`src/rtl/sound_sequencer.sv`:
```
// Sound effect sequencer: latches eat/crash/win requests, arbitrates by fixed
// priority and plays each effect as a timed note sequence on one tone oscillator.
module sound_sequencer #(
  parameter int NOTE_TICKS = 4,
  parameter int GAP_TICKS  = 1
) (
  input  logic       clk,
  input  logic       nRst,
  input  logic       en,
  input  logic       tick,
  input  logic       req_eat,
  input  logic       req_crash,
  input  logic       req_win,
  output logic [7:0] freq,
  output logic       playSound,
  output logic       busy,
  output logic [1:0] cur_id,
  output logic [1:0] state_dbg
);

  typedef enum logic [1:0] {
    IDLE = 2'd0,
    LOAD = 2'd1,
    PLAY = 2'd2,
    GAP  = 2'd3
  } state_t;

  localparam int CNT_MAX = (NOTE_TICKS > GAP_TICKS) ? NOTE_TICKS : GAP_TICKS;
  localparam int CW      = (CNT_MAX > 1) ? $clog2(CNT_MAX) : 1;
  localparam logic [CW-1:0] NOTE_LAST = CW'(NOTE_TICKS - 1);
  localparam logic [CW-1:0] GAP_LAST  = (GAP_TICKS > 0) ? CW'(GAP_TICKS - 1) : '0;

  state_t        state;
  logic [2:0]    pend;
  logic [1:0]    note_idx;
  logic [CW-1:0] tick_cnt;

  logic [2:0] req_vec;
  logic [2:0] clr_mask;
  logic [1:0] top_id;
  logic       load_now;
  logic       last_note;
  logic [7:0] next_freq;

  function automatic logic [7:0] note_freq(input logic [1:0] id, input logic [1:0] idx);
    logic [7:0] f;
    case ({id, idx})
      4'b01_00: f = 8'd40;
      4'b01_01: f = 8'd30;
      4'b10_00: f = 8'd120;
      4'b10_01: f = 8'd160;
      4'b10_10: f = 8'd200;
      4'b10_11: f = 8'd240;
      4'b11_00: f = 8'd60;
      4'b11_01: f = 8'd50;
      4'b11_10: f = 8'd40;
      4'b11_11: f = 8'd30;
      default:  f = 8'd0;
    endcase
    return f;
  endfunction

  function automatic logic [1:0] last_idx(input logic [1:0] id);
    logic [1:0] l;
    case (id)
      2'd1:    l = 2'd1;
      2'd2:    l = 2'd3;
      2'd3:    l = 2'd3;
      default: l = 2'd0;
    endcase
    return l;
  endfunction

  // pend bit n holds request id n+1
  assign req_vec   = {req_win, req_crash, req_eat};
  assign state_dbg = state;
  assign last_note = (note_idx == last_idx(cur_id));
  assign next_freq = note_freq(cur_id, note_idx + 2'd1);

  always_comb begin
    top_id = 2'd0;
    if (pend[2])      top_id = 2'd3;
    else if (pend[1]) top_id = 2'd2;
    else if (pend[0]) top_id = 2'd1;
  end

  // A new load starts from IDLE, or preempts a running sequence of lower id.
  always_comb begin
    load_now = 1'b0;
    case (state)
      IDLE:      load_now = (top_id != 2'd0);
      PLAY, GAP: load_now = (top_id > cur_id);
      default:   load_now = 1'b0;
    endcase
  end

  always_comb begin
    clr_mask = 3'b000;
    case ({load_now, top_id})
      3'b1_01: clr_mask = 3'b001;
      3'b1_10: clr_mask = 3'b010;
      3'b1_11: clr_mask = 3'b100;
      default: clr_mask = 3'b000;
    endcase
  end

  always_ff @(posedge clk or negedge nRst) begin
    if (!nRst) begin
      state     <= IDLE;
      pend      <= 3'b000;
      note_idx  <= 2'd0;
      tick_cnt  <= '0;
      freq      <= 8'd0;
      playSound <= 1'b0;
      busy      <= 1'b0;
      cur_id    <= 2'd0;
    end else if (!en) begin
      state     <= IDLE;
      pend      <= 3'b000;
      note_idx  <= 2'd0;
      tick_cnt  <= '0;
      freq      <= 8'd0;
      playSound <= 1'b0;
      busy      <= 1'b0;
      cur_id    <= 2'd0;
    end else begin
      // A request arriving on the clearing cycle survives the clear.
      pend <= (pend & ~clr_mask) | req_vec;
      if (load_now) begin
        state     <= LOAD;
        cur_id    <= top_id;
        note_idx  <= 2'd0;
        tick_cnt  <= '0;
        freq      <= note_freq(top_id, 2'd0);
        playSound <= 1'b0;
        busy      <= 1'b1;
      end else begin
        case (state)
          IDLE: begin
            busy <= 1'b0;
          end
          LOAD: begin
            state     <= PLAY;
            playSound <= 1'b1;
          end
          PLAY: begin
            if (tick) begin
              if (tick_cnt == NOTE_LAST) begin
                tick_cnt <= '0;
                if (GAP_TICKS == 0) begin
                  if (last_note) begin
                    state     <= IDLE;
                    cur_id    <= 2'd0;
                    freq      <= 8'd0;
                    note_idx  <= 2'd0;
                    playSound <= 1'b0;
                    busy      <= 1'b0;
                  end else begin
                    note_idx  <= note_idx + 2'd1;
                    freq      <= next_freq;
                    playSound <= 1'b1;
                  end
                end else begin
                  state     <= GAP;
                  playSound <= 1'b0;
                end
              end else begin
                tick_cnt <= tick_cnt + 1'b1;
              end
            end
          end
          GAP: begin
            if (tick) begin
              if (tick_cnt == GAP_LAST) begin
                tick_cnt <= '0;
                if (last_note) begin
                  state     <= IDLE;
                  cur_id    <= 2'd0;
                  freq      <= 8'd0;
                  note_idx  <= 2'd0;
                  playSound <= 1'b0;
                  busy      <= 1'b0;
                end else begin
                  state     <= PLAY;
                  note_idx  <= note_idx + 2'd1;
                  freq      <= next_freq;
                  playSound <= 1'b1;
                end
              end else begin
                tick_cnt <= tick_cnt + 1'b1;
              end
            end
          end
          default: state <= IDLE;
        endcase
      end
    end
  end

endmodule
```
`config.mk`:
```
export PLATFORM = sky130hd
export DESIGN_NAME = sound_sequencer
export DESIGN_NICKNAME = d
export VERILOG_FILES = /design/src/rtl/sound_sequencer.sv
export SDC_FILE = /design/constraint.sdc
export NUM_CORES = 1
export LEC_CHECK = 0
export CAP_MARGIN = 30
export CORE_MARGIN = 5
export CORE_UTILIZATION = 35
export DETAILED_ROUTE_END_ITERATION = 6
export PLACE_DENSITY = 0.65
export SETUP_SLACK_MARGIN = 0.4
export SYNTH_ARGS = -nofsm -noshare
export SYNTH_HDL_FRONTEND = slang
export SYNTH_SLANG_ARGS = --single-unit
```
`constraint.sdc`:
```
create_clock -name clk -period 3.7 [get_ports clk]
set_clock_uncertainty 0.15 [all_clocks]
set_input_delay 0.37 -clock clk [delete_from_list [all_inputs] [get_ports clk]]
set_output_delay 0.37 -clock clk [all_outputs]
set_load 0.1 [all_outputs]
```
# After elaboration in Yosys (flattened, before gate mapping)
# Memories as Yosys holds them, arrays and structs flattened.
# Cells that the tools add are included.
# op_classes
addsub	2
multipliers	0
n_div	0
order_cmp	1
eq_ne	26
shift	0
muxes	55
bitwise_logic	3
n_reduce_logical	10
# op_table
cell	n
two-way mux 2 bit	27
two-way mux 8 bit	6
one-hot mux 7 bit (3 select lines)	1
inequality test 4 bit, second input constant	5
equality test 2 bit, second input constant	7
two-way mux 1 bit	13
inequality test 3 x 1 -> 1 bit, second input constant	4
equality test 3 bit, second input constant	3
one-hot mux 3 bit (3 select lines)	1
inequality test 4 x 1 -> 1 bit, second input constant	2
one-hot mux 2 bit (2 select lines)	2
AND reduction 4 bit	2
equality test 2 x 1 -> 1 bit, second input constant	3
one-hot mux 2 bit (3 select lines)	1
AND reduction 3 bit	2
inequality test 5 x 1 -> 1 bit, second input constant	1
AND reduction 5 bit	1
adder 2 x 1 -> 2 bit, second input constant	2
logical NOT 2 bit	2
one-hot mux 1 bit (2 select lines)	2
OR reduction 2 bit	2
bitwise AND 3 bit	1
two-way mux 3 bit	1
inverter 3 bit	1
5 further kinds	5
# totals
ff_bits	21
latchBits	0
mem_bits_rw	0
romBits	112
inputBits	7
out_inout_bits	14
elab_cells	106
memories	1
# memory_table
memory	words	width	rd	rd_ports_with_merged_regs	write_ports	line_no	rtl
(no name shown)	16	7	1	0	0	47	case ({id, idx})

# Logic depth before layout (Yosys ltp)
# Gate-level depths: netlist of the first run.
# depth
ltp_word	11
depth_mapped	9
depth_no_buf	8

# Worst setup path before layout of the first run
# OpenSTA, ideal clock, no wires.
# synth_timing
path_type	reg2reg
startpoint	register cur_id[1]
endpoint	register freq[4]
setup_time_ns	0.091
arrival_time_ns	2.646
required_ns	3.459
path_slack_ns	0.814
stages_incl_launch_ff	9
n_path_buf	1
synth_period_minus_slack_ns	2.886
cell_sequence	dfrtp_1 buf_2 inv_1 ha_1 nor2b_2 o221ai_4 o221ai_2 or3_1 o221ai_1
# synth_between
elab_chain_len	10
elab_cells_between_ends	19
# synth_rtl
item	line_no	rtl
from (decl)	17	output logic [1:0] cur_id,
from (signal assigned)	131	cur_id <= top_id;
equality test 2 bit	65	case (id)
OR reduction 2 bit (no line)	--	
one-hot mux 2 bit (2 select lines)	65	
equality test 2 bit	77	assign last_note = (note_idx == last_idx(cur_id));
two-way mux 8 bit	176	if (last_note) begin
two-way mux 8 bit	174	if (tick_cnt == GAP_LAST) begin
two-way mux 8 bit	173	if (tick) begin
two-way mux 8 bit	138	case (state)
two-way mux 8 bit	129	if (load_now) begin
two-way mux 8 bit	117	end else if (!en) begin
to (signal assigned)	134	freq <= note_freq(top_id, 2'd0);
to (signal assigned)	160	freq <= next_freq;
to (signal assigned)	186	freq <= next_freq;
to (decl)	14	output logic [7:0] freq,
# Parallel ways exist; a longest one is shown, timed or not. The select of a mux whose other input is x is not followed.
# A chain may end at the register's enable or synchronous reset.

# Worst setup path in the final report of the first run
# layout_timing
startpoint	register cur_id[1]
endpoint	output cur_id[1]
# No word-level cell between the ends.

==> results of run 1 <==
[Yosys cell counts, drive strengths merged (4+ instances only)]
library cell | instances | area (sq um)
nor2 | 23 | 96.35
inv | 11 | 41.29
ha | 16 | 200.2
o2bb2ai | 4 | 35.03
dfrtp | 20 | 500.5
nor2b | 4 | 27.53
nand2b | 4 | 25.02
a21oi | 11 | 58.81
o21ai | 12 | 67.57
buf | 8 | 70.06
nand3 | 5 | 30.03
nand2 | 6 | 32.53
o21a | 4 | 30.03
[report_power, final]
part	leakage (nW)	switching, mW	internal [mW]
logic	0.442	0.638	0.269
registers	0.270	0.0736	0.270
clock network	0.0288	0.0801	0.0949
total	0.741	0.791	0.633
[final cells by class]
cell class / count / area, sq um
fillers: 427 / 2509
well taps: 52 / 65.06
clock buffers: 4 / 55.05
flip-flops and latches: 20 / 500.5
inverters: 11 / 41.29
multi-input cells: 120 / 918.4
repair buffers: 20 / 205.2
[logic make-up after synthesis]
group	count (synthesis)	synth area share
AOI/OAI and AO/OA	51	0.2690
and+or+nand+nor	49	0.1750
DFF	20	0.3271
buffers and inverters	19	0.07277
adders and majority gates	16	0.1308
xor gates and xnor gates	2	0.01636
other	1	0.002451
muxes	1	0.006542
[stage by stage]
stage	power, mW	instance area, sq um	utilization	hold WS, ns
after floorplan	1.095	1530	-	-0.07559
after global placement	1.251	1715	0.3995	0.3353
after detailed placement	1.256	1730	0.4030	0.3374
after CTS	1.439	1785	0.4158	0.3104
after global routing	1.514	1785	0.4158	0.3379
final	1.424	1785	0.4158	0.2979
[layout by cell type, fill, tap and decap left out, drive strengths merged, types with 2 or more instances in the layout]
| master | instances |
|---|---|
| o221ai | 3 |
| o2bb2ai | 4 |
| a22o | 2 |
| o21a | 4 |
| a21oi | 11 |
| dfrtp | 20 |
| nand2b | 4 |
| nor3 | 3 |
| nand2 | 6 |
| ha | 16 |
| clkbuf | 4 |
| nor2b | 4 |
| a22oi | 2 |
| nand3 | 5 |
| nor2 | 23 |
| a211oi | 2 |
| o21ai | 12 |
| inv | 11 |
| clkdlybuf4s50 | 19 |
[metal layers]
metal	global-route usage	share of wire
met2	0.1798	0.44
met1	0.1657	0.51
met5	0	0
met3	0.01773	0.044
met4	0.03147	0.0063
[path summary, 6_finish.rpt]
kind | from | to | slack (ns)
max in group asynchronous | nRst | freq[2]$_DFFE_PN0P_ | 2.64
setup / recovery | cur_id[1]$_DFFE_PN0P_ | cur_id[1] | 0.98
hold / removal | nRst | state_dbg[0]$_DFFE_PN0P_ | 0.30
hold reg to reg | freq[5]$_DFFE_PN0P_ | freq[5]$_DFFE_PN0P_ | 0.35
setup reg to reg | cur_id[1]$_DFFE_PN0P_ | freq[2]$_DFFE_PN0P_ | 1.05
min in group clk | freq[5]$_DFFE_PN0P_ | freq[5]$_DFFE_PN0P_ | 0.35
[sequential cells by signal, indices dropped and copies added, names as in the netlist]
name,flops
playSound,1
state_dbg,2
pend,3
cur_id,2
tick_cnt,2
busy,1
freq,7
note_idx,2
==> impl_metrics.ini, run 1 <==
[placement]
gp_congestion = 0.7864
place_inst = 223
port_buffers = 19
dp_slack_ns = 1.065
place_hpwl_um = 2338

[worst_setup_path]
worstPathBufferInverterCount = 1
crit_fanout = 16
slowest_stage = clkdlybuf4s50_1
timing.reg2reg.worst_path_depth = 7
path_depth = 1
worst_path_dominant_cell_family = buffers and inverters
critical_path.max_stage_delay_ns = 1.25
worst-setup-path-type = flip-flop to primary output
worstPathCellList = clkdlybuf4s50_1
worst-endpoint-arrival_ns = 2.20
critPathCaptureType = primary output
worstSetupStartpointType = flip-flop
cp.required_ns = 3.18

[clocking]
cts_buffer_depth = 2
cts_hold_buffers = 0
level_count_of_the_clock_h_tree = 1
clkLatencyLatePin_ns = 0.26
tritoncts = built
cts_post_setup_buffers_inserted = 0
clk_pin_slew_ns = 0.08
clkSinkCount = 20
cts-resized-gates = 0
root_buffer = clkbuf_8
cts_made_buffers = 3

[floorplan]
initial_utilization = 0.3564
die_height_um = 76.12
die_area_sq_um = 5794
placeableCoreArea_sq_um = 4294
pin_count = 21
floorplan.die.width_um = 76.12
num_rows = 24

[power]
power_leakage_nw = 0.7408
vdd_drop_max_uv = 415.0
power_per_cell_area_nw_per_um2 = 797.8

[sta]
final_hold_viol_count = 0
rsz_0062_raised_after_global_routing = false
timing_worst_slew_pin_value_ns = 0.9823
final-max-slew-violation-count = 0
layout_worst_path_cycle_share = 0.7353
timing_limited_maximum_frequency_mhz = 367.6
final_critical_path_time_including_i_o_delays_and_setup_ns = 2.721
finalSetupViolations = 0
totalNegativeSetupSlack_ns = 0
maxSlewHeadroom = 0.3431
timing.final.ws_setup_ns = 0.9794

[finish]
antennaDiodeCount = 0
nets = 199
synthToLayoutAreaGrowth_pct = 16.68
layout-drive-gt1-share = 0.1314
final_cell_count_no_fill = 227

[routing]
drt_pre_antenna_iters = 4
drc = 0
detailroute.via_count = 1171
number_of_nets_still_failing_antenna_checks_after_routing = 0
average_detailed_routed_wire_length_per_instance_um = 14.10
drt_wl_total_um = 3200
routed_via_density = 5.159
drt_first_iter_violations = 77

[global_routing]
pin_count_of_the_biggest_net_entering_global_routing = 17
gr-usage-all-layers = 0.1156
grt_remaining_overflow = 0
number_of_global_route_vias_before_repair = 1188
antenna_violations_before_repair = 0
grt_first_pass_wirelength_um = 5692

[worst_hold_path]
min_path_type = input port to asynchronous set/reset pin

[logic_synthesis]
synthFlopType = dfrtp_1
syn_inst = 159
synthesis.nets = 182
postSynthRegisterBits = 20
syn_avg_cell_area_sq_um = 9.624
synth.lib_cells_used.distinct = 51
synth_seq_area_share = 0.3271
postSynth.asyncResetShare = 1.000
syn_area_sq_um = 1530
synth-edff-count = 0
synthesis.yosys.warnings = 0

[outcome]
status = finished clean

[job]
max_cap_violations = 0
Note: power is estimated with default switching activity, not from simulation.
==> run 2: changes to the inputs <==
--- a/config.mk
+++ b/config.mk
@@ -9,7 +9,7 @@
 export CORE_MARGIN = 5
 export CORE_UTILIZATION = 35
 export DETAILED_ROUTE_END_ITERATION = 6
-export PLACE_DENSITY = 0.65
+export PLACE_DENSITY = 0.67
 export SETUP_SLACK_MARGIN = 0.4
 export SYNTH_ARGS = -nofsm -noshare
 export SYNTH_HDL_FRONTEND = slang
==> constraint.sdc (replaced) <==
create_clock -name clk -period 2.5 [get_ports clk]
set_clock_uncertainty 0.15 [all_clocks]
set_input_delay 0.25 -clock clk [delete_from_list [all_inputs] [get_ports clk]]
set_output_delay 0.25 -clock clk [all_outputs]
set_load 0.1 [all_outputs]
==> run 2 against run 1 <==
Hold slack got worse by 0.12 ns. Sequential power up 40%. Worst setup slack got worse by 0.57 ns. Largest cell class unchanged. Highest routed layer unchanged.
==> impl_metrics.ini, run 2 (synthesized netlist as in run 1, its figures left out) <==
[outcome]
status = finished clean

[sta]
final-max-slew-violation-count = 0
timing_worst_slew_pin_value_ns = 0.5332
layout_worst_path_cycle_share = 0.8380
rsz_0062_raised_after_global_routing = true
timing_limited_maximum_frequency_mhz = 477.3
finalSetupViolations = 0
final_hold_viol_count = 0
final_critical_path_time_including_i_o_delays_and_setup_ns = 2.095
totalNegativeSetupSlack_ns = 0
timing.final.ws_setup_ns = 0.4050
maxSlewHeadroom = 0.6424

[clocking]
cts_made_buffers = 3
clkSinkCount = 20
level_count_of_the_clock_h_tree = 1
cts_hold_buffers = 0
clkLatencyLatePin_ns = 0.27
clk_pin_slew_ns = 0.08
cts_buffer_depth = 2
tritoncts = built
root_buffer = clkbuf_8

[worst_setup_path]
critical_path.reg2reg.endpoint = freq[2]$_DFFE_PN0P_
crit_fanout = 7
path_depth = 8
regToRegSetupSlack_ns = 0.41
slowest_stage = dfrtp_1
critPathCaptureType = flip-flop
critPathCapture = freq[2]$_DFFE_PN0P_
worstPathBufferInverterCount = 1
timing.reg2reg.worst_path_depth = 8
critical_path.max_stage_delay_ns = 0.42
worst-setup-path-type = flip-flop to flip-flop
worst-endpoint-arrival_ns = 2.09
worstPathCellList = nor2_4 -> inv_4 -> ha_4 -> nor2b_4 -> o221ai_4 -> a21oi_4 -> nor2_1 -> a311o_1
worstSetupStartpointType = flip-flop
worst_path_dominant_cell_family = compound AO/OA/AOI/OAI gates
critPathLaunch = pend[1]$_DFF_PN0_
cp.required_ns = 2.50
critical_path.reg2reg.startpoint = pend[1]$_DFF_PN0_

[finish]
final_cell_count_no_fill = 243
top_register = freq
filler_cells_inserted = 403
layout-drive-gt1-share = 0.3665
layout_top_registers = freq (7), pend (3)
synthToLayoutAreaGrowth_pct = 28.95
layout_common_cells = buf_4 (28), nor2_1 (17), dfrtp_1 (15)
nets = 215
number_of_flip_flops_in_the_largest_register = 7
mostFrequentLayoutCell = buf_4
post-route-util = 0.4595
antennaDiodeCount = 0

[routing]
average_detailed_routed_wire_length_per_instance_um = 13.85
drt_wl_total_um = 3365
drt_pre_antenna_iters = 4
drt_first_iter_violations = 47
drc = 0
routed_via_density = 5.012
number_of_nets_still_failing_antenna_checks_after_routing = 0
detailroute.via_count = 1218

[power]
power_leakage_nw = 0.8474
vdd_drop_max_uv = 596.8
power_per_cell_area_nw_per_um2 = 1205
post-layout-total-power_mw = 2.377

[floorplan]
floorplan.die.width_um = 76.12
die_area_sq_um = 5794
pin_count = 21
num_rows = 24
die_height_um = 76.12
placeableCoreArea_sq_um = 4294
initial_utilization = 0.3564

[global_routing]
number_of_global_route_vias_before_repair = 1221
grt_first_pass_wirelength_um = 5761
pin_count_of_the_biggest_net_entering_global_routing = 21
gr-usage-all-layers = 0.1201
grt_remaining_overflow = 0
antenna_violations_before_repair = 0

[worst_hold_path]
min_path_type = input port to asynchronous set/reset pin

[placement]
place_inst = 230
port_buffers = 19
dp_slack_ns = 0.2317
gp_congestion = 0.7999
place_hpwl_um = 2437

[job]
max_cap_violations = 0
## run 2: cell count changes in the layout (fill, tap and decap cells not counted), moves of 3 or more
cell             previous run  this run
dfrtp_2                     0         3
clkdlybuf4s50_1            19         6
nor2_1                     21        17
nor2_2                      1         4
dfrtp_1                    20        15
buf_4                       0        28
## run 2: through the flow
stage               hold WS (ns)  area [sq um]
floorplan                -0.1956          1587
global placement          0.3326          1793
detailed placement        0.3298          1793
CTS                       0.1941          1921
global route              0.2240          1973
finish                    0.1772          1973
## run 2: worst register-to-register path: cells and delay by family, from the launching register on
family          cells  cell delay, ns
compound gates      3            0.74
buf+inv             1            0.05
fa+ha+maj           1            0.26
flops               1            0.42
simple gates        3            0.36
## run 2: how the worst min path moves through the flow
stage                        startpoint                       to
CTS                                nRst    playSound$_DFFE_PN0P_
finish                             nRst  tick_cnt[1]$_DFFE_PN0P_
global route                       nRst      freq[3]$_DFFE_PN0P_
floorplan                          nRst         busy$_DFFE_PN0P_
global placement    freq[3]$_DFFE_PN0P_      freq[3]$_DFFE_PN0P_
detailed placement  freq[5]$_DFFE_PN0P_      freq[5]$_DFFE_PN0P_
## run 2: cell type report
cell class                      instances  area (sq um)  share of cell area
Clock buffer                            4         55.05             0.02790
Inverter                               11         43.79             0.02219
Multi-Input combinational cell        120         996.0              0.5048
Sequential cell                        20         511.7              0.2594
Tap cell                               52         65.06             0.03297
Timing Repair Buffer                   36         301.5              0.1528
## run 2: power by group
part | total [mW] | internal, mW | switching (mW) | leakage [nW]
sequential | 0.480 | 0.411 | 0.0688 | 0.263
combinational | 1.64 | 0.556 | 1.08 | 0.556
clock | 0.259 | 0.141 | 0.118 | 0.0288
total | 2.38 | 1.11 | 1.27 | 0.847
## run 2: layer usage
metal  share of wire  up-vias  track usage
met5               0        -            0
met4           0.014        0      0.04196
met3           0.042        4      0.02719
met2            0.44       20       0.1849
met1            0.50      570       0.1642
li1                -      624            -
## run 2: timing repair
item | 4_1_cts | 5_1_grt
gates cloned | 0 | 0
buffers inserted | 7 | 2
pin swaps | 4 | 4
endpoints found under the setup margin | 15 | 16
resized for setup | 5 | 9
